<file path="src/rtl/param_register_file_if.sv">
// -----------------------------------------------------------------------------
// param_register_file_if
// Bus bundle between the PPU decode/writeback stages and param_register_file.
//
// Parameters:
//   DATA_W  width of the PW/PA/PB data buses
//   ADDR_W  width of the register address fields
//
// Signals (direction given from the register file's point of view):
//   enable    in   write enable for the PW write port
//   RW        in   write address
//   PW        in   write data
//   RA, RB    in   read addresses, ports A and B
//   PA, PB    out  read data, ports A and B (combinational)
//   rsv_en    in   reserve a destination register (instruction issued)
//   rsv_addr  in   register to mark busy
//   busy_a    out  register RA has a pending write
//   busy_b    out  register RB has a pending write
//   busy_any  out  OR of all busy bits
//
// Modports: master = pipeline side, slave = register file.
// -----------------------------------------------------------------------------
interface param_register_file_if #(
    parameter int DATA_W = 32,
    parameter int ADDR_W = 5
);
    logic              enable;
    logic [ADDR_W-1:0] RW;
    logic [DATA_W-1:0] PW;
    logic [ADDR_W-1:0] RA;
    logic [ADDR_W-1:0] RB;
    logic [DATA_W-1:0] PA;
    logic [DATA_W-1:0] PB;
    logic              rsv_en;
    logic [ADDR_W-1:0] rsv_addr;
    logic              busy_a;
    logic              busy_b;
    logic              busy_any;

    modport master (
        output enable, RW, PW, RA, RB, rsv_en, rsv_addr,
        input  PA, PB, busy_a, busy_b, busy_any
    );

    modport slave (
        input  enable, RW, PW, RA, RB, rsv_en, rsv_addr,
        output PA, PB, busy_a, busy_b, busy_any
    );
endinterface

</file>
<file path="src/rtl/param_register_file.sv">
// -----------------------------------------------------------------------------
// param_register_file
// Parametrised PPU register file with two combinational read ports, one
// write port and a per-register busy scoreboard used by decode to detect
// RAW hazards (issue reserves the destination, writeback clears it).
//
// Parameters:
//   DATA_W    register / data bus width
//   ADDR_W    address width; depth is 2**ADDR_W
//   ZERO_REG  1 = register 0 is hardwired to zero and never goes busy
//
// Ports:
//   clk   rising-edge clock
//   rst   asynchronous active-high reset (clears all data and busy bits)
//   bus   param_register_file_if.slave (write port, read ports, scoreboard)
//
// Optional feature macro: PRF_WRITE_BYPASS_EN
//   When defined, a write in flight to the address being read is forwarded
//   to PA/PB in the same cycle, and the matching busy_a/busy_b is masked.
// -----------------------------------------------------------------------------
module param_register_file #(
    parameter int DATA_W   = 32,
    parameter int ADDR_W   = 5,
    parameter int ZERO_REG = 1
) (
    input  logic                  clk,
    input  logic                  rst,
    param_register_file_if.slave  bus
);
    localparam int NREGS   = 2 ** ADDR_W;
    localparam bit ZERO_EN = (ZERO_REG != 0);

    logic [DATA_W-1:0] regs [NREGS];
    logic [NREGS-1:0]  busy;
    logic [NREGS-1:0]  busy_next;
    logic              wr_ok;
    logic              rsv_ok;
    logic [DATA_W-1:0] rd_a;
    logic [DATA_W-1:0] rd_b;

    // Writes and reservations to r0 are dropped when it is hardwired.
    assign wr_ok  = bus.enable && !(ZERO_EN && (bus.RW == '0));
    assign rsv_ok = bus.rsv_en && !(ZERO_EN && (bus.rsv_addr == '0));

    always_ff @(posedge clk or posedge rst) begin
        if (rst) begin
            for (int i = 0; i < NREGS; i++) begin
                regs[i] <= '0;
            end
        end else if (wr_ok) begin
            regs[bus.RW] <= bus.PW;
        end
    end

    // Clear first, then set: a reservation in the same cycle as the
    // writeback of the same register belongs to the newer instruction.
    always_comb begin
        busy_next = busy;
        if (bus.enable) begin
            busy_next[bus.RW] = 1'b0;
        end
        if (rsv_ok) begin
            busy_next[bus.rsv_addr] = 1'b1;
        end
    end

    always_ff @(posedge clk or posedge rst) begin
        if (rst) begin
            busy <= '0;
        end else begin
            busy <= busy_next;
        end
    end

    assign rd_a = (ZERO_EN && (bus.RA == '0)) ? '0 : regs[bus.RA];
    assign rd_b = (ZERO_EN && (bus.RB == '0)) ? '0 : regs[bus.RB];

`ifdef PRF_WRITE_BYPASS_EN
    logic fwd_a;
    logic fwd_b;

    // Forwarding is held off during reset so the outputs read zero.
    assign fwd_a = !rst && wr_ok && (bus.RW == bus.RA);
    assign fwd_b = !rst && wr_ok && (bus.RW == bus.RB);

    assign bus.PA     = fwd_a ? bus.PW : rd_a;
    assign bus.PB     = fwd_b ? bus.PW : rd_b;
    assign bus.busy_a = busy[bus.RA] & ~fwd_a;
    assign bus.busy_b = busy[bus.RB] & ~fwd_b;
`else
    assign bus.PA     = rd_a;
    assign bus.PB     = rd_b;
    assign bus.busy_a = busy[bus.RA];
    assign bus.busy_b = busy[bus.RB];
`endif

    assign bus.busy_any = |busy;
endmodule

</file>
<file path="src/flat_wrapper.sv">
// flat-port wrapper written by rule: the top's interface ports become plain ports
module param_register_file_flat 
#(
    parameter int DATA_W   = 32,
    parameter int ADDR_W   = 5,
    parameter int ZERO_REG = 1
)
  (clk, rst, bus_enable, bus_RW, bus_PW, bus_RA, bus_RB, bus_rsv_en, bus_rsv_addr, bus_PA, bus_PB, bus_busy_a, bus_busy_b, bus_busy_any);
  param_register_file_if #(.DATA_W(DATA_W), .ADDR_W(ADDR_W)) bus_i ();
  input  logic clk;
  input  logic rst;
  input wire logic [$bits(bus_i.enable)-1:0] bus_enable;
  input wire logic [$bits(bus_i.RW)-1:0] bus_RW;
  input wire logic [$bits(bus_i.PW)-1:0] bus_PW;
  input wire logic [$bits(bus_i.RA)-1:0] bus_RA;
  input wire logic [$bits(bus_i.RB)-1:0] bus_RB;
  input wire logic [$bits(bus_i.rsv_en)-1:0] bus_rsv_en;
  input wire logic [$bits(bus_i.rsv_addr)-1:0] bus_rsv_addr;
  output wire logic [$bits(bus_i.PA)-1:0] bus_PA;
  output wire logic [$bits(bus_i.PB)-1:0] bus_PB;
  output wire logic [$bits(bus_i.busy_a)-1:0] bus_busy_a;
  output wire logic [$bits(bus_i.busy_b)-1:0] bus_busy_b;
  output wire logic [$bits(bus_i.busy_any)-1:0] bus_busy_any;
  assign bus_i.enable = bus_enable;
  assign bus_i.RW = bus_RW;
  assign bus_i.PW = bus_PW;
  assign bus_i.RA = bus_RA;
  assign bus_i.RB = bus_RB;
  assign bus_i.rsv_en = bus_rsv_en;
  assign bus_i.rsv_addr = bus_rsv_addr;
  assign bus_PA = bus_i.PA;
  assign bus_PB = bus_i.PB;
  assign bus_busy_a = bus_i.busy_a;
  assign bus_busy_b = bus_i.busy_b;
  assign bus_busy_any = bus_i.busy_any;
  param_register_file #(.DATA_W(DATA_W), .ADDR_W(ADDR_W), .ZERO_REG(ZERO_REG)) u_core (.clk(clk), .rst(rst), .bus(bus_i));
endmodule
</file>
<file path="config.mk">
export PLATFORM = sky130hd
export DESIGN_NAME = param_register_file_flat
export DESIGN_NICKNAME = d
export VERILOG_FILES = /design/src/rtl/param_register_file_if.sv /design/src/rtl/param_register_file.sv /design/src/flat_wrapper.sv
export SDC_FILE = /design/constraint.sdc
export NUM_CORES = 2
export LEC_CHECK = 0
export ABC_AREA = 1
export CAP_MARGIN = 0
export CORE_ASPECT_RATIO = 0.8
export CORE_UTILIZATION = 60
export DETAILED_ROUTE_END_ITERATION = 10
export PLACE_DENSITY = 0.74
export SETUP_SLACK_MARGIN = 0.02
export SLEW_MARGIN = 0
export SYNTH_ARGS = -nofsm -noshare
export SYNTH_HDL_FRONTEND = slang
export SYNTH_SLANG_ARGS = --single-unit
export TNS_END_PERCENT = 30
</file>
<file path="constraint.sdc">
create_clock -name clk -period 53.4 [get_ports clk]
set_input_delay 8.01 -clock clk [delete_from_list [all_inputs] [get_ports clk]]
set_output_delay 8.01 -clock clk [all_outputs]
set_load 0.02 [all_outputs]
</file>
==> run_results.csv <==
group,metric,value,unit
status,status,"complete, but fails checks",
status,violations,"max-slew violations",
setup_path,start_kind,"input pin",
floorplan,fp-row-count,102,
clocking,cts_hold_buf,0,
logic_synthesis,synth_area_leaders,"dfrtp_1 45%, nand2_1 21%, nand3_1 13%",
logic_synthesis,yosys.area.top_type,"dfrtp_1",
hold_path,hold_path_class,"reg2reg",
logic_synthesis,syn-cell-area,59100,µm²
setup_path,r2r_start,"u_core.regs[371]",
setup_path,worst_ep_arrival_time,12710,ps
power_and_ir_drop,ir_drop,0.0299,mV
logic_synthesis,syn_area_per_cell,6.91,µm²
floorplan,core_region_area,97100,µm²
hold_path,min-delay-start,"u_core.regs[1005]",
logic_synthesis,synth_top_area_share,44.7,%
floorplan,start_util,60.8,%
clocking,clkTransAtPathRegs,60,ps
clocking,ctsHtreeMaxLevel,3,
logic_synthesis,yosysSeqAreaShare,44.7,%
power_and_ir_drop,p_per_area,38.0,nW/µm²
timing,fin_tns_setup,0,ps
global_route,antenna_found_initial,2,
floorplan,die-width,353,µm
setup_path,crit_type,"in2out",
timing,layout_min_cycle_time,20720,ps
timing,tightest_slew,1550,ps
clocking,cts_inserted_buffers,108,
timing,finalCritPeriodShare,38.8,%
logic_synthesis,yosys_warnings,0,
clocking,cts_tree,"done",
drt,routed_via_density,6.30,
clocking,clk_path_buf_depth,3,
logic_synthesis,ys_ff_latch,1056,
finish,drive_above_1_share,4.19,%
place,io_buffers,122,
logic_synthesis,synthDistinctLibCells,29,
drt,drtIter0Drc,10200,
hold_path,hold_depth,0,
drt,wl,216,mm
drt,firstDrtPassIters,9,
finish,fin_nets,8156,
global_route,gr-total-overflow,0,
global_route,grt_max_degree,220,
run,maxCapViolations,0,
place,dp_slack,33010,ps
timing,max_freq,48.3,MHz
timing,slew_viol_final,79,
global_route,grt_pass1_vias,55400,
finish,final_cell_mix,"3311 x nand2_1, 1478 x nand3_1, 1056 x dfrtp_1",
floorplan,dieArea,99700,µm²
clocking,post_cts_buffers,0,
drt,ant_nets,0,
timing,rsz0062_at_grt,"no",
setup_path,end_kind,"primary output",
drt,drc_errors,0,
logic_synthesis,syn_inst,8550,
finish,final_common_cell,"nand2_1",
finish,n_antenna_cell,0,
clocking,root_buffer,"clkbuf_16",
floorplan,die_h,283,µm
finish,syn_to_final_growth,6.32,%
drt,vias,59800,
place,dp_cells,9290,
timing,final-setup-viol-count,0,
setup_path,r2r_cells,2,
finish,finalNonFillerCells,9489,
finish,num-fill-cells,8635,
floorplan,ios,123,
global_route,grt_pass1_wl,330,mm
timing,hold_viol,0,
clocking,clock_sinks,1056,
setup_path,max_stage_delay,840,ps
power_and_ir_drop,p_leak,29.3,nW
timing,fin_worst_skew,0,ps
place,dpl.hpwl,113,mm
setup_path,crit_fanout,111,
setup_path,reg2reg_to,"u_core.regs[371]",
logic_synthesis,syn-num-nets,8606,
timing,fin_ws,32680,ps
timing,slew-limit-headroom,-3.19,%
place,gp_congestion,0.949,
setup_path,slowest_stage,"buf_4",
clocking,cts_resized,0,
clocking,clk_latency,720,ps
setup_path,crit_top_cell,"nand2_1",
setup_path,required,45390,ps
setup_path,rrSetupSlack,52620,ps
drt,wl_per_cell,22.8,µm
setup_path,path_cells,"buf_8 > buf_4 > buf_4 > buf_4 > nand2_1 > nand3_1 > nand3_1 > nand2_1 > nand2_1 > nand3_1 > nand2_1 > nor2_1 > clkdlybuf4s50_1",
hold_path,whs_endpoint,"u_core.regs[1005]",
global_route,grtUsageTotal,42.9,%
[cell type report]
type / count / area, µm² / share of cell area, %
clock inverter: 53 / 734 / 1.17
clock buffer: 146 / 3060 / 4.87
sequential: 1056 / 26400 / 42.1
timing repair buffer: 215 / 1980 / 3.15
tap: 1300 / 1630 / 2.59
multi-input combinational: 6541 / 28200 / 45.0
inverter: 178 / 736 / 1.17
[state kept, by name, summed over array words and instances, names as in the netlist]
register / flops
u_core.busy: 32
u_core.regs: 1024
[layer usage]
metal  routed length (µm)  vias up  GRT usage [%]
met5                   12        -              0
li1                     -    26900              -
met1                81400    27600           56.8
met2                92300     4394           65.3
met3                30000      883           10.6
met4                12800        2           22.8
[synthesized netlist by cell type]
cell / n
inv_1: 155
buf_4: 61
o22ai_1: 3
nand3_1: 1480
buf_1: 70
nand4_1: 2
buf_6: 30
o21ai_1: 88
clkbuf_1: 315
o21a_1: 1
buf_2: 298
buf_8: 1
nor2_4: 6
dfrtp_1: 1056
o21ai_0: 870
inv_8: 1
nand2_2: 2
clkinv_1: 2
a21oi_1: 380
nor2_2: 3
nor3_1: 6
nor2_1: 375
inv_2: 19
nor4_1: 8
nand3_2: 1
nor3_2: 4
nand2_1: 3311
or2_2: 1
clkinv_2: 1
[worst max-delay path by stage]
stage | from | endpoint | slack [ps]
2_1_floorplan | rst | u_core.busy[0] | 15670
3_3_place_gp | bus_RB[0] | bus_PB[30] | 33070
3_5_place_dp | bus_RB[0] | bus_PB[30] | 33010
4_1_cts | bus_RB[0] | bus_PB[30] | 33010
5_1_grt | bus_RB[0] | bus_PB[8] | 32660
6_report | bus_RA[0] | bus_PA[29] | 32680
[critical path: cells and delay by family]
family / cells / cell delay (ps)
buffers and inverters: 5 / 3410
AND/OR/NAND/NOR: 8 / 1130
[through the flow]
step                power [mW]  hold WS (ps)  util, %  cell area, µm²
floorplan                 1.42           451        -           59100
global placement          1.54           387     60.8           59000
detailed placement        1.56           389     60.8           59000
CTS                       2.37           404     64.7           62800
global route              2.50           410     64.7           62800
finish                    2.39           403     64.7           62800
[cell families after synthesis]
logic type | Yosys count | synth area share [%]
AO/OA/AOI/OAI | 1342 | 11.4
buffers and inverters | 953 | 7.49
flip-flops | 1056 | 44.7
AND/OR/NAND/NOR | 5199 | 36.4
[report_power, final]
| group | leakage [nW] | switching, mW | internal, mW | total (mW) |
|---|---|---|---|---|
| Combinational | 14.1 | 0.308 | 0.172 | 0.480 |
| Sequential | 13.4 | 0.126 | 0.957 | 1.08 |
| Clock | 1.87 | 0.343 | 0.483 | 0.826 |
(Power assumes the default switching activity.)
